[src/rtl/commit_arbiter_pkg.sv]
// Shared definitions for the commit arbiter: FSM states, requester indices
// and datapath widths.
package commit_arbiter_pkg;

  typedef enum logic {
    EMPTY = 1'b0,
    FULL  = 1'b1
  } state_t;

  localparam int unsigned REQ_ALU = 0;
  localparam int unsigned REQ_LSU = 1;
  localparam int unsigned ADDR_W  = 5;
  localparam int unsigned DATA_W  = 32;

endpackage

[src/rtl/commit_arbiter_rr.sv]
// Two-way round-robin grant. Each ready depends only on the other side's
// valid, so a requester never sees its own valid loop back into its ready.
module commit_arbiter_rr (
  input  logic clock,
  input  logic reset,
  input  logic valid0,
  input  logic valid1,
  input  logic accept,
  output logic ready0,
  output logic ready1
);

  // 1 when the LSU side won the most recent handshake; reset so ALU wins the first tie
  logic last_lsu;

  // Pointer moves only on a completed handshake
  always_ff @(posedge clock or posedge reset) begin
    if (reset) begin
      last_lsu <= 1'b1;
    end else if (valid0 && ready0) begin
      last_lsu <= 1'b0;
    end else if (valid1 && ready1) begin
      last_lsu <= 1'b1;
    end
  end

  // Grant: win if the other side is idle, or on a tie if the other side won last
  always_comb begin
    ready0 = accept && (!valid1 || last_lsu);
    ready1 = accept && (!valid0 || !last_lsu);
  end

endmodule

[src/rtl/commit_arbiter.sv]
// Commit arbiter: merges ALU and LSU commit streams into one registered
// register-file write port. Optional macro COMMIT_ARBITER_PERF_EN adds
// handshake and stall counters.
module commit_arbiter
  import commit_arbiter_pkg::*;
#(
  parameter int SAME_PORT_HAZARD_CHK = 1
) (
  input  logic        clock,
  input  logic        reset,
  input  logic        valid0_i,
  output logic        ready0_o,
  input  logic        wena0_i,
  input  logic [4:0]  waddr0_i,
  input  logic [31:0] wdata0_i,
  input  logic        csr_wena0_i,
  input  logic [31:0] csr_waddr0_i,
  input  logic [31:0] csr_wdata0_i,
  input  logic        valid1_i,
  output logic        ready1_o,
  input  logic        wena1_i,
  input  logic [4:0]  waddr1_i,
  input  logic [31:0] wdata1_i,
  output logic        valid_post_o,
  input  logic        ready_post_i,
  output logic        wena_o,
  output logic [4:0]  waddr_o,
  output logic [31:0] wdata_o,
  output logic        csr_wena_o,
  output logic [31:0] csr_waddr_o,
  output logic [31:0] csr_wdata_o,
  output logic [1:0]  grant_o,
`ifdef COMMIT_ARBITER_PERF_EN
  output logic [31:0] perf_grant0_o,
  output logic [31:0] perf_grant1_o,
  output logic [31:0] perf_stall_o,
`endif
  output logic        hazard_o
);

  state_t state, next_state;
  logic   accept, hs0, hs1, hazard_d;

  commit_arbiter_rr u_rr (
    .clock  (clock),
    .reset  (reset),
    .valid0 (valid0_i),
    .valid1 (valid1_i),
    .accept (accept),
    .ready0 (ready0_o),
    .ready1 (ready1_o)
  );

  // State register
  always_ff @(posedge clock or posedge reset) begin
    if (reset) state <= EMPTY;
    else       state <= next_state;
  end

  // Accept, handshakes, hazard detect and next state
  always_comb begin
    accept     = (state == EMPTY) || ready_post_i;
    hs0        = valid0_i && ready0_o;
    hs1        = valid1_i && ready1_o;
    hazard_d   = (SAME_PORT_HAZARD_CHK != 0) && valid0_i && valid1_i && wena0_i && wena1_i &&
                 (waddr0_i == waddr1_i) && (waddr0_i != '0);
    next_state = state;
    unique case (state)
      EMPTY: if (hs0 || hs1) next_state = FULL;
      FULL:  if (ready_post_i && !(hs0 || hs1)) next_state = EMPTY;
    endcase
  end

  assign valid_post_o = (state == FULL);

  // Output beat register; a drain without refill clears only the grant
  always_ff @(posedge clock or posedge reset) begin
    if (reset) begin
      wena_o      <= 1'b0;
      waddr_o     <= '0;
      wdata_o     <= '0;
      csr_wena_o  <= 1'b0;
      csr_waddr_o <= '0;
      csr_wdata_o <= '0;
      grant_o     <= '0;
      hazard_o    <= 1'b0;
    end else begin
      hazard_o <= hazard_d;
      if (hs0) begin
        wena_o           <= wena0_i && (waddr0_i != '0);
        waddr_o          <= waddr0_i;
        wdata_o          <= wdata0_i;
        csr_wena_o       <= csr_wena0_i;
        csr_waddr_o      <= csr_waddr0_i;
        csr_wdata_o      <= csr_wdata0_i;
        grant_o          <= '0;
        grant_o[REQ_ALU] <= 1'b1;
      end else if (hs1) begin
        wena_o           <= wena1_i && (waddr1_i != '0);
        waddr_o          <= waddr1_i;
        wdata_o          <= wdata1_i;
        csr_wena_o       <= 1'b0;
        csr_waddr_o      <= '0;
        csr_wdata_o      <= '0;
        grant_o          <= '0;
        grant_o[REQ_LSU] <= 1'b1;
      end else if (state == FULL && ready_post_i) begin
        grant_o <= '0;
      end
    end
  end

`ifdef COMMIT_ARBITER_PERF_EN
  // Free-running wrap-around counters for handshakes and back-pressure cycles
  always_ff @(posedge clock or posedge reset) begin
    if (reset) begin
      perf_grant0_o <= '0;
      perf_grant1_o <= '0;
      perf_stall_o  <= '0;
    end else begin
      if (hs0) perf_grant0_o <= perf_grant0_o + 32'd1;
      if (hs1) perf_grant1_o <= perf_grant1_o + 32'd1;
      if (state == FULL && !ready_post_i) perf_stall_o <= perf_stall_o + 32'd1;
    end
  end
`endif

endmodule
[config.mk]
export PLATFORM = sky130hd
export DESIGN_NAME = commit_arbiter
export DESIGN_NICKNAME = d
export VERILOG_FILES = /design/src/rtl/commit_arbiter_pkg.sv /design/src/rtl/commit_arbiter_rr.sv /design/src/rtl/commit_arbiter.sv
export SDC_FILE = /design/constraint.sdc
export NUM_CORES = 1
export LEC_CHECK = 0
export ABC_AREA = 1
export BUFFER_PORTS_ARGS = -buffer_cell sky130_fd_sc_hd__buf_4
export CAP_MARGIN = 20
export CELL_PAD_IN_SITES_DETAIL_PLACEMENT = 0
export CELL_PAD_IN_SITES_GLOBAL_PLACEMENT = 1
export CORE_ASPECT_RATIO = 1.25
export CORE_MARGIN = 4
export CORE_UTILIZATION = 31
export DETAILED_ROUTE_END_ITERATION = 12
export PLACE_DENSITY_LB_ADDON = 0.2
export SLEW_MARGIN = 25
export SYNTH_ARGS = -nofsm -noshare
export SYNTH_HDL_FRONTEND = slang
export SYNTH_HIERARCHICAL = 1
export SYNTH_SLANG_ARGS = --single-unit
export TNS_END_PERCENT = 30
[constraint.sdc]
create_clock -name clock -period 4.75 [get_ports clock]
set_clock_uncertainty 0.2 [all_clocks]
set_input_delay 0.95 -clock clock [delete_from_list [all_inputs] [get_ports clock]]
set_output_delay 0.95 -clock clock [all_outputs]
set_load 0.02 [all_outputs]
---- Word level (Yosys, flattened, before mapping) ----
Index checks and enable logic that the tools add are counted.
storage, ports and cells
  register bits after elaboration ......... 108
  input bits .............................. 146
  output and inout port bits .............. 109
  logic and storage cells ................. 56
cells by class
  eq/ne operators ......................... 1
  mux-type cells .......................... 19
  bitwise operators ....................... 1
  reduce and logical (&&, ||, !) cells .... 25
operators by type and width
  kind                 number
  $mux W32             5
  $logic_and A1 B1 Y1  13
  $mux W5              2
  $reduce_bool A5 Y1   2
  $mux W1              8
  $mux W2              3
  $eq A5 B5 Y1         1
  $logic_not A1 Y1     4
  $logic_or A1 B1 Y1   4
  $reduce_bool A3 Y1   1
  $pmux W1 S2          1
  $reduce_bool A2 Y1   1
  $not A1 Y1           1

---- Depth between registers and ports, before layout ----
  depth in word-level cells ............... 9
  depth in mapped cells ................... 10
  depth with buffers taken out ............ 10

---- By module ----
Netlist, hierarchy kept.
by module, submodules not included
  module             times used  cells each  area each (µm²)  sequential area each (µm²)
  commit_arbiter     1           535         4,513.1          2,677.6
  commit_arbiter_rr  1           10          63.8             26.3

---- Least setup slack after synthesis ----
No wires, ideal clock.
  path kind ............................... input port to output port
  start point ............................. input ready_post_i
  end point ............................... output ready0_o
  arrival ................................. 1,587 ps
  data required time ...................... 3,600 ps
  setup slack ............................. 2,013 ps
  stages on the path ...................... 4
  path buffers ............................ 0
  path through ............................ inv_1 > nand2_1 > inv_1 > a21oi_1
between the ends
  word-level cells in the longest chain between the ends .. 2
RTL lines
  item                 line                     RTL
  start, declared      commit_arbiter.sv:25     input logic ready_post_i,
  $logic_or A1 B1 Y1   commit_arbiter.sv:62     accept = (state == EMPTY) || ready_post_i;
  net accept           commit_arbiter.sv:42     logic accept, hs0, hs1, hazard_d;
  $logic_and A1 B1 Y1  commit_arbiter_rr.sv:29  ready0 = accept && (!valid1 || last_lsu);
  end, declared        commit_arbiter.sv:12     output logic ready0_o,
The timed path passes the listed nets, and every way through them passes these cells.

---- Final worst setup path ----
  start point ............................. input ready_post_i
  end point ............................... register wdata_o[21]
between the ends
  word-level cells in the longest chain between the ends .. 4
  elaborated cells on any way between the ends .. 7
  classes of those cells .................. mux: 1; reduce/logical: 6
RTL lines
  item                                                   line                                              RTL
  $logic_or A1 B1 Y1 (*)                                 commit_arbiter.sv:62
  net accept                                             commit_arbiter.sv:42
  $logic_and A1 B1 Y1, on equally long branches          commit_arbiter_rr.sv:29, commit_arbiter_rr.sv:30
  $logic_and A1 B1 Y1, on equally long branches          commit_arbiter.sv:63, commit_arbiter.sv:64
  $mux W32 / $reduce_bool A2 Y1 (equally long branches)  -
  end signal, assigned                                   commit_arbiter.sv:92                              wdata_o <= wdata0_i;
  end signal, assigned                                   commit_arbiter.sv:101                             wdata_o <= wdata1_i;
  end, declared                                          commit_arbiter.sv:28                              output logic [31:0] wdata_o,
The timed path passes the listed nets; every way through them passes the cells marked *.
A chain may end at the register's enable or synchronous reset.

==> impl_metrics.csv <==
group,metric,value,unit
grt,gr-usage-met2,27.7,%
clocking,clkSlewWorstSetupHoldPaths,0.08,ns
worst_setup_path,worstPathRequired,4.81,ns
grt,met3_usage,4.13,%
grt,grt_pass1_vias,4423,
worst_setup_path,crit_type,"primary input to register",
floorplan,initial_core_util,31.8,%
placed_design,placed_cell_area,6530,µm²
worst_setup_path,cp_cell_sequence,"buf_4 -> inv_1 -> nand2_1 -> inv_1 -> a21oi_1 -> nand2_4 -> inv_4 -> buf_4 -> nand2_1 -> a21oi_1",
clocking,cts-resized-gates,0,
clocking,clockRootBuffer,"clkbuf_16",
sta,fmax,0.321,GHz
detailed_routing,routed_wirelength,14500,µm
detailed_routing,via_per_inst,4.52,
placed_design,hpwl,10500,µm
clocking,htree_levels,3,
floorplan,io_pins,255,
worst_setup_path,slowest_delay,0.63,ns
clocking,clk_latency,0.35,ns
pwr,ir_worst_vdd,0.000204,V
grt,grt_pass1_wl,22400,µm
floorplan,coreArea,14400,µm²
worst_setup_path,cp_num_buf_inv,5,
sta,setup_viol,0,
sta,finalHoldViolCount,0,
final_layout,area_growth_syn_to_layout,48.9,%
synth,ys.warnings.count,6,
sta,slew_viol_final,0,
worst_setup_path,path_delay_family,"buffers and inverters",
pwr,p_sw_share,37.8,%
grt,grtUsageTotal,16.9,%
sta,relSlewSlack,43.9,%
synth,synth_cell_types,16,
sta,post-route-period-util,65.7,%
pwr,seqPwrFrac,39.7,%
worst_setup_path,crit_slowest_cell,"inv_4",
synth,syn_nets,691,
grt,antenna_found_initial,0,
clocking,cts_tree,"built",
sta,worst_slack,1.63,ns
detailed_routing,dr.pass1.iters,5,
pwr,combinationalPowerShare,38.5,%
sta,fin_crit,3.12,ns
floorplan,rows,49,
final_layout,drive_gt1_share,35.3,%
final_layout,fin_util,47.3,%
placed_design,numPortBuffers,254,
status,status,"complete, no violations",
clocking,clock_path_buffers,2,
synth,avgSynthCellArea,8.40,µm²
detailed_routing,ant_nets,0,
synth,synth_seq_cells,108,
worst_hold_path,hold_class,"register to register",
synth,synth_top_area_share,58.5,%
detailed_routing,drc_errors,0,
sta,worstMarginPinSlew,0.841,ns
detailed_routing,vias,4375,
final_layout,final_area,6810,µm²
pwr,leakagePower,3.75,nW
final_layout,diodes,0,
clocking,cts_buffers,9,
detailed_routing,routedWlPerCell,15.0,µm
synth,synthCells,545,
floorplan,dieArea,16800,µm²
pwr,p_sw,0.00125,W
clocking,post-cts-setup-buffer-count,0,
grt,grt.busiest_layer,"met2",
pwr,p_int,0.00206,W
sta,timing.setup.tns,0,ns
synth,netlist_area,4580,µm²
synth,yosysTopAreaCell,"dfrtp_1",
pwr,clkPwrFrac,21.8,%
detailed_routing,drt-initial-drc-count,255,
synth,synth.yosys.seq_area_share,59.1,%
final_layout,num-nets-final,931,
floorplan,dieHeight,144,µm
clocking,hold_buffers,0,
grt,met1_usage,21.5,%
floorplan,die_x,117,µm
worst_setup_path,endpoint_kind,"register",
worst_setup_path,worstPathMaxFanout,70,
sta,grt_setup_unrepaired,"no",
clocking,clkSinkCount,108,
pwr,power_density,486,nW/µm²
synth,yosys-top-cells-area,"dfrtp_1 (59%), nand2_1 (22%), a21oi_1 (3.7%)",
worst_setup_path,critPathLaunchType,"primary input",
grt,grt_max_degree,90,
grt,grt-ovfl-total,0,
flow_run,maxCapViolCount,0,
placed_design,place.gp.congestion,0.797,
worst_setup_path,critPathArrivalTime,3.18,ns
placed_design,dp_slack,1.26,ns
==> sequential cells by signal (all words and copies together) (netlist names) <==
| signal | flops |
|---|---|
| waddr_o | 5 |
| valid_post_o | 1 |
| u_rr/last_lsu | 1 |
| hazard_o | 1 |
| csr_wdata_o | 32 |
| grant_o | 2 |
| wdata_o | 32 |
| wena_o | 1 |
| csr_wena_o | 1 |
| csr_waddr_o | 32 |
==> cell type report <==
cell class                 instances  area, µm²
clock buffer                      10        239
clock inverter                     6       46.3
fill                            1434       7590
inverter                          20       85.1
multi-input combinational        390       1600
sequential                       108       2700
tap                              178        223
timing repair buffer             256       1920
==> synthesized netlist by cell type, drive strengths merged <==
library cell and count:
nand2 272, dfrtp 107, nor2 42, a21oi 34, o21ai 31, buf 24, inv 20, nand3 5
o211ai 5, clkbuf 3, dfstp 1, nand4 1
==> placed cells by master, fill, tap and decap left out <==
cell type and n:
a21oi_1 34, buf_4 256, clkbuf_16 9, clkbuf_8 1
clkinv_2 2, clkinv_4 1, clkinvlp_4 1, dfrtp_1 107
dfstp_2 1, inv_1 17, inv_4 2, inv_6 2
inv_8 1, nand2_1 269, nand2_4 3, nand3_1 5
nand4_1 1, nor2_1 42, o211ai_1 5, o21ai_0 31
==> routing by layer <==
metal / vias to the layer above / part of all wire (%)
li1: 2161 / -
met1: 2020 / 41
met2: 170 / 49
met3: 24 / 8.1
met4: 0 / 2.2
met5: - / 0
==> worst reg2reg max path: cells and delay by family (launching register included) <==
family / cells / cell delay (ns)
and+or+nand+nor: 3 / 0.56
buffers and inverters: 3 / 1.17
AOI/OAI and AO/OA: 2 / 0.41
DFF: 1 / 0.41
==> power by group through the flow <==
| stage | clock network [W] | registers (W) | logic [W] |
|---|---|---|---|
| 3_5_place_dp | 0 | 0.00133 | 0.00130 |
| 2_1_floorplan | 0 | 0.00162 | 0.000398 |
| 4_1_cts | 0.000754 | 0.00132 | 0.00130 |
| 6_report | 0.000723 | 0.00131 | 0.00128 |
| 5_1_grt | 0.000788 | 0.00134 | 0.00140 |
| 3_3_place_gp | 0 | 0.00133 | 0.00128 |
==> final timing paths <==
check,from,endpoint,slack (ns),cells after the start
max in group asynchronous,reset,csr_waddr_o[23]$_DFFE_PP0P_,2.96,3
min in group asynchronous,reset,u_rr/last_lsu$_DFFE_PP1P_,0.43,2
min reg2reg,csr_wdata_o[26]$_DFFE_PP0P_,csr_wdata_o[26]$_DFFE_PP0P_,0.27,2
max,ready_post_i,wdata_o[21]$_DFFE_PP0P_,1.63,10
max reg2reg,valid_post_o$_DFF_PP0_,wdata_o[21]$_DFFE_PP0P_,1.91,8
min,csr_wdata_o[26]$_DFFE_PP0P_,csr_wdata_o[26]$_DFFE_PP0P_,0.27,2
==> cell families after synthesis <==
kind of cell           Yosys count  synth area share, %
AOI/OAI and AO/OA               70                 7.93
buffers and inverters           47                 6.07
DFF                            108                 59.1
and+or+nand+nor                320                 26.9
==> per-stage QoR <==
stage | std cells | hold slack (ns) | power (W)
after floorplan | 545 | 0.254 | 0.00202
after global placement | 952 | 0.255 | 0.00261
after detailed placement | 952 | 0.259 | 0.00263
after CTS | 968 | 0.278 | 0.00337
after global routing | 968 | 0.292 | 0.00353
final | 968 | 0.272 | 0.00331
No activity file was read; power rests on OpenSTA's default activity.
